## src/rtl/display_pkg.sv

```systemverilog
// rtl/display_pkg.sv - shared types and constants for the 7-segment scan controller
// Holds the scan FSM state enum, the default digit count, the dark segment
// pattern, the reset value of a digit entry and the 16 hex segment patterns.
// Segment bit order is {g,f,e,d,c,b,a}, active-low.
package display_pkg;

    typedef enum logic {
        GUARD = 1'b0,
        SHOW  = 1'b1
    } scan_state_t;

    localparam int DEFAULT_NUM_DIGITS = 8;

    localparam logic [6:0] SEG_BLANK = 7'h7F;

    // Digit entry: bit4 = blank, bits3:0 = hex value.
    localparam logic [4:0] ENTRY_BLANK = 5'h10;

    localparam logic [6:0] SEG_HEX_0 = 7'b1000000;
    localparam logic [6:0] SEG_HEX_1 = 7'b1111001;
    localparam logic [6:0] SEG_HEX_2 = 7'b0100100;
    localparam logic [6:0] SEG_HEX_3 = 7'b0110000;
    localparam logic [6:0] SEG_HEX_4 = 7'b0011001;
    localparam logic [6:0] SEG_HEX_5 = 7'b0010010;
    localparam logic [6:0] SEG_HEX_6 = 7'b0000010;
    localparam logic [6:0] SEG_HEX_7 = 7'b1111000;
    localparam logic [6:0] SEG_HEX_8 = 7'b0000000;
    localparam logic [6:0] SEG_HEX_9 = 7'b0010000;
    localparam logic [6:0] SEG_HEX_A = 7'b0001000;
    localparam logic [6:0] SEG_HEX_B = 7'b0000011;
    localparam logic [6:0] SEG_HEX_C = 7'b1000110;
    localparam logic [6:0] SEG_HEX_D = 7'b0100001;
    localparam logic [6:0] SEG_HEX_E = 7'b0000110;
    localparam logic [6:0] SEG_HEX_F = 7'b0001110;

endpackage

```

## src/rtl/hex_seg_decoder.sv

```systemverilog
// rtl/hex_seg_decoder.sv - combinational hex to 7-segment decoder
// Ports:
//   value  in  4  hex digit 0..F
//   seg    out 7  segments {g,f,e,d,c,b,a}, active-low
module hex_seg_decoder
    import display_pkg::*;
(
    input  logic [3:0] value,
    output logic [6:0] seg
);

    always_comb begin
        seg = SEG_BLANK;
        case (value)
            4'h0: seg = SEG_HEX_0;
            4'h1: seg = SEG_HEX_1;
            4'h2: seg = SEG_HEX_2;
            4'h3: seg = SEG_HEX_3;
            4'h4: seg = SEG_HEX_4;
            4'h5: seg = SEG_HEX_5;
            4'h6: seg = SEG_HEX_6;
            4'h7: seg = SEG_HEX_7;
            4'h8: seg = SEG_HEX_8;
            4'h9: seg = SEG_HEX_9;
            4'hA: seg = SEG_HEX_A;
            4'hB: seg = SEG_HEX_B;
            4'hC: seg = SEG_HEX_C;
            4'hD: seg = SEG_HEX_D;
            4'hE: seg = SEG_HEX_E;
            4'hF: seg = SEG_HEX_F;
            default: seg = SEG_BLANK;
        endcase
    end

endmodule

```

## src/rtl/display_scan_controller.sv

```systemverilog
// rtl/display_scan_controller.sv - multiplexed 7-segment scan controller with double-buffered digits
// Ports:
//   clk            in  1  system clock, rising edge
//   rst            in  1  synchronous active-high reset
//   wr_en          in  1  write strobe into shadow buffer
//   wr_addr        in  3  digit index (0 = rightmost, anode bit 0)
//   wr_data        in  5  bit4 = blank, bits3:0 = hex value
//   commit         in  1  request shadow->active copy at next frame boundary
//   en_mask        in  8  per-digit enable, 0 forces the digit dark
//   seg            out 7  segments {g,f,e,d,c,b,a}, active-low, registered
//   an             out 8  anode selects, active-low, registered
//   frame_done     out 1  one-cycle pulse after digit 7's slot ends
//   commit_pending out 1  commit accepted, copy not yet done
module display_scan_controller
    import display_pkg::*;
#(
    parameter int NUM_DIGITS   = DEFAULT_NUM_DIGITS,
    parameter int DWELL_CYCLES = 100_000,
    parameter int GUARD_CYCLES = 1_000
) (
    input  logic       clk,
    input  logic       rst,
    input  logic       wr_en,
    input  logic [2:0] wr_addr,
    input  logic [4:0] wr_data,
    input  logic       commit,
    input  logic [7:0] en_mask,
    output logic [6:0] seg,
    output logic [7:0] an,
    output logic       frame_done,
    output logic       commit_pending
);

    localparam int CNT_MAX = ((DWELL_CYCLES > GUARD_CYCLES) ? DWELL_CYCLES : GUARD_CYCLES) - 1;
    localparam int CW      = (CNT_MAX > 0) ? $clog2(CNT_MAX + 1) : 1;

    localparam logic [CW-1:0] GUARD_LAST = CW'(GUARD_CYCLES - 1);
    localparam logic [CW-1:0] DWELL_LAST = CW'(DWELL_CYCLES - 1);
    localparam logic [2:0]    LAST_IDX   = 3'(NUM_DIGITS - 1);

    scan_state_t   state;
    scan_state_t   state_next;
    logic [CW-1:0] cnt;
    logic [CW-1:0] cnt_next;
    logic [2:0]    idx;
    logic [2:0]    idx_next;
    logic          en_lat;
    logic          show_start;
    logic          wrap;
    logic          lit_next;
    logic [6:0]    dec_seg;
    logic [6:0]    seg_next;
    logic [7:0]    an_next;

    logic [4:0] shadow [NUM_DIGITS];
    logic [4:0] active [NUM_DIGITS];

    hex_seg_decoder u_dec (
        .value (active[idx][3:0]),
        .seg   (dec_seg)
    );

    always_comb begin
        state_next = state;
        cnt_next   = cnt + 1'b1;
        idx_next   = idx;
        show_start = 1'b0;
        wrap       = 1'b0;
        case (state)
            GUARD: begin
                if (cnt == GUARD_LAST) begin
                    state_next = SHOW;
                    cnt_next   = '0;
                    show_start = 1'b1;
                end
            end
            SHOW: begin
                if (cnt == DWELL_LAST) begin
                    state_next = GUARD;
                    cnt_next   = '0;
                    wrap       = (idx == LAST_IDX);
                    idx_next   = wrap ? 3'd0 : idx + 3'd1;
                end
            end
            default: begin
                state_next = GUARD;
                cnt_next   = '0;
            end
        endcase

        // Outputs are registered, so they are decoded from the next state:
        // an/seg then change on the same edge as the state itself. On the
        // GUARD->SHOW edge the enable latch is not loaded yet, so the live
        // mask bit is used directly. The active buffer only changes on a
        // SHOW->GUARD edge, where the next outputs are dark anyway.
        lit_next = (state_next == SHOW)
                 && (show_start ? en_mask[idx] : en_lat)
                 && !active[idx][4];
        an_next  = lit_next ? ~(8'd1 << idx) : 8'hFF;
        seg_next = lit_next ? dec_seg : SEG_BLANK;
    end

    always_ff @(posedge clk) begin
        if (rst) begin
            state          <= GUARD;
            cnt            <= '0;
            idx            <= 3'd0;
            en_lat         <= 1'b0;
            seg            <= SEG_BLANK;
            an             <= 8'hFF;
            frame_done     <= 1'b0;
            commit_pending <= 1'b0;
            for (int i = 0; i < NUM_DIGITS; i++) begin
                shadow[i] <= ENTRY_BLANK;
                active[i] <= ENTRY_BLANK;
            end
        end else begin
            state      <= state_next;
            cnt        <= cnt_next;
            idx        <= idx_next;
            seg        <= seg_next;
            an         <= an_next;
            frame_done <= wrap;
            if (show_start) begin
                en_lat <= en_mask[idx];
            end
            // A commit arriving on the boundary cycle only arms the request,
            // so the copy happens at the following boundary.
            if (wrap && commit_pending) begin
                active         <= shadow;
                commit_pending <= 1'b0;
            end else if (commit && !commit_pending) begin
                commit_pending <= 1'b1;
            end
            // The copy above reads the pre-edge shadow, so a simultaneous
            // write lands in the shadow only.
            if (wr_en) begin
                shadow[wr_addr] <= wr_data;
            end
        end
    end

endmodule

```

## config.mk

```make
export PLATFORM = sky130hd
export DESIGN_NAME = display_scan_controller
export DESIGN_NICKNAME = d
export VERILOG_FILES = /design/src/rtl/display_pkg.sv /design/src/rtl/hex_seg_decoder.sv /design/src/rtl/display_scan_controller.sv
export SDC_FILE = /design/constraint.sdc
export NUM_CORES = 1
export LEC_CHECK = 0
export BUFFER_PORTS_ARGS = -buffer_cell sky130_fd_sc_hd__buf_4
export CORE_UTILIZATION = 35
export CTS_BUF_LIST = sky130_fd_sc_hd__clkbuf_2
export DETAILED_ROUTE_END_ITERATION = 8
export PLACE_DENSITY = 0.59
export SLEW_MARGIN = 25
export SYNTH_ARGS = -nofsm -noshare
export SYNTH_HDL_FRONTEND = slang
export SYNTH_HIERARCHICAL = 1
export SYNTH_SLANG_ARGS = --single-unit
```

## constraint.sdc

```tcl
create_clock -name clk -period 3.15 [get_ports clk]
set_input_delay 0.4725 -clock clk [delete_from_list [all_inputs] [get_ports clk]]
set_output_delay 0.4725 -clock clk [all_outputs]
set_load 0.005 [all_outputs]
```

==> results.py <==
metrics = {
    "global_route": {
        "grt_max_degree": 94,
        "antenna_found_initial": 0,
        "gr-usage-all-layers_pct": 17.0,
        "grt_first_pass_wirelength_um": 21200,
        "overflow": 0,
        "grt_pass1_vias": 4094,
    },
    "drt": {
        "first_pass_iters": 7,
        "num_vias": 4374,
        "routed_wirelength_um": 13000,
        "vias_per_cell": 5.54,
        "wl_per_cell_um": 16.4,
        "drc": 2,
        "ant_nets": 0,
        "first_iter_violations": 349,
    },
    "cts": {
        "clock_sinks": 119,
        "cts_root_buf": "clkbuf_2",
        "clk_pin_slew_ns": 0.16,
        "post_cts_resized": 0,
        "cts_buffers": 17,
        "cts_tree": "yes",
        "postCtsSetupBuffers": 0,
        "cts_buffer_depth": 2,
        "clock_latency_ns": 0.65,
        "hold_buffers": 0,
        "cts-htree-levels": 4,
    },
    "worst_setup_path": {
        "cp.arrival_ns": 3.11,
        "crit_buf_inv": 2,
        "cp.required_ns": 3.66,
        "critPathSlowestCell": "dfxtp_1",
        "reg2reg_depth": 8,
        "start_kind": "flip-flop",
        "crit_family": "multiplexers",
        "cp.depth": 8,
        "cp-end-kind": "flip-flop",
        "timing_worst_setup_path_type": "flip-flop to flip-flop",
        "crit_fanout": 11,
        "path_cells": "buf_4, mux4_2, nand2_1, nand2_1, inv_2, mux4_2, nor2_1, o21ai_0",
        "cp_slowest_stage_delay_ns": 0.62,
    },
    "power_and_ir_drop": {
        "clock_power_share_pct": 41.3,
        "seq_power_share_pct": 55.0,
        "p_int_mw": 2.17,
        "p_sw_share_pct": 22.2,
        "pwr-share-comb_pct": 3.7,
        "p_leak_nw": 2.16,
        "switchingPower_mw": 0.619,
        "ir_worst_vdd_mv": 0.268,
        "cellPowerDensity_nw_per_um2": 463,
    },
    "floorplanning": {
        "initial_core_util_pct": 36.3,
        "die_h_um": 126,
        "num_rows": 44,
        "ios": 37,
        "die_area_sq_um": 15800,
        "coreArea_sq_um": 14700,
        "die_w_um": 126,
    },
    "sta": {
        "finalHoldViolCount": 0,
        "skew_ns": 0.0244,
        "min_period_ns": 2.60,
        "setup_viol": 0,
        "worst_pin_slew_ns": 0.930,
        "rsz0062_at_grt": "false",
        "setup_slack_ns": 0.552,
        "finalCritPeriodShare_pct": 82.5,
        "setup_tns_ns": 0,
        "final_max_slew_viol_count": 0,
        "max_freq_mhz": 385,
        "relSlewSlack_pct": 38.0,
    },
    "cells_and_area": {
        "regArea_sq_um": 2380,
        "finish.utilization_pct": 41.0,
        "fin_nets": 626,
        "finalInstanceArea_sq_um": 6020,
        "multi_input_area_sq_um": 2730,
        "antenna_cells": 0,
        "drive_gt1_share_pct": 15.9,
        "syn_to_final_growth_pct": 12.8,
        "nFillCells": 1472,
    },
    "placed_design": {
        "place_ws_ns": 0.520,
        "place_area_sq_um": 5730,
        "port_buffers": 36,
        "place_congestion": 0.842,
        "hpwl_um": 8370,
    },
    "synthesis": {
        "synthArstFlopShare_pct": 0,
        "synth_edf_count": 0,
        "yosysUniqueCellTypes": 46,
        "ys_seq_area_share_pct": 44.6,
        "ys.warnings.count": 6,
        "synth_top_flop_cell": "dfxtp_1",
        "syn_area_sq_um": 5340,
        "syn_inst": 578,
        "syn_nets": 612,
        "synth-seq-cells": 119,
        "syn_area_per_cell_sq_um": 9.24,
    },
    "flow_run": {
        "drv_cap": 0,
    },
    "worst_hold_path": {
        "worstHoldPathCells": 3,
        "min_path_type": "input pin to flip-flop",
    },
    "outcome": {
        "status": "complete, but fails checks",
        "violations": "design-rule violations",
    },
}
power by group through the flow:
stage,clock network (mW),registers [mW],logic [mW]
2_1_floorplan,0,1.56,0.0679
3_3_place_gp,0,1.57,0.102
3_5_place_dp,0,1.57,0.104
4_1_cts,1.19,1.53,0.104
5_1_grt,1.25,1.54,0.114
6_report,1.15,1.53,0.104
cell type report:
| class | count | area share [%] |
|---|---|---|
| clock buffer | 21 | 1.74 |
| tap | 184 | 3.82 |
| timing repair buffer | 48 | 6.02 |
| clock inverter | 11 | 2.97 |
| inverter | 10 | 0.623 |
| multi-input combinational | 396 | 45.3 |
| sequential | 119 | 39.5 |
cell usage after synthesis, types with 4 or more instances:
library cell,number,area share (%)
dfxtp_1,119,45
nor2_1,50,3.5
o21ai_0,49,4.6
clkbuf_1,45,3.2
mux2i_1,38,7.1
a21oi_1,37,3.5
nand4_1,36,4.2
nor3_1,29,2.7
nand2_1,22,1.5
ha_1,14,3.3
mux4_2,13,5.5
xnor2_1,11,1.8
a31oi_1,9,1.1
nand3_1,9,0.84
o211ai_1,9,1.3
a211o_1,8,1.3
inv_1,8,0.56
o21bai_1,8,1.1
nor2b_1,7,0.82
buf_2,6,0.56
nand2b_1,5,0.59
or3_1,5,0.59
nor3b_1,4,0.56
nor4_1,4,0.47
or4_1,4,0.56
sequential cells by signal, summed over array words and instances (netlist names):
signal,flops
shadow,40
cnt,17
active,40
idx,3
seg,7
en_lat,1
frame_done,1
commit_pending,1
state,1
an,8
metrics by stage:
| step | hold slack [ns] | total power [mW] | std cells |
|---|---|---|---|
| 3_3_place_gp | 0.442 | 1.67 | 756 |
| 5_1_grt | 0.0592 | 2.90 | 789 |
| 4_1_cts | 0.0292 | 2.83 | 788 |
| 2_1_floorplan | 0.433 | 1.63 | 578 |
| 3_5_place_dp | 0.459 | 1.67 | 756 |
| 6_report | 0.0858 | 2.79 | 789 |
kinds of logic after synthesis:
family / share of synthesized area, %
and+or+nand+nor: 18.8
AOI/OAI and AO/OA: 14.1
DFF: 44.6
buffers and inverters: 4.57
muxes: 12.6
adders and majority gates: 3.28
xor gates and xnor gates: 2.13
layer usage:
metal  up-vias  GRT usage, %  part of all wire (%)
met3        21          4.36                   4.5
met1      2106          22.5                    48
met5         -             0                     0
met2       110          26.5                    45
met4         0          6.31                   1.7
li1       2137             -                     -
cell usage in the layout (no fill, tap or decap), types with 21 or more instances in the layout:
cell,instances
dfxtp_1,119
o21ai_0,49
nor2_1,50
nand4_1,36
buf_4,47
nor3_1,29
a21oi_1,36
clkbuf_2,21
mux2i_1,38
nand2_1,22
worst paths after layout:
path,endpoint,startpoint,slack [ns]
worst max-delay path,seg[3],idx[0],0.55
worst min-delay path,commit_pending,commit,0.09
worst max register to register,seg[3],idx[0],0.55
worst min register to register,active[11],shadow[11],0.47
worst reg2reg max path, stage by stage, from the launching register on:
cell     delay, ns
dfxtp_1       0.62
buf_4         0.31
mux4_2        0.52
nand2_1       0.08
nand2_1       0.12
inv_2         0.14
mux4_2        0.50
nor2_1        0.10
o21ai_0       0.08
(Power assumes the default switching activity.)
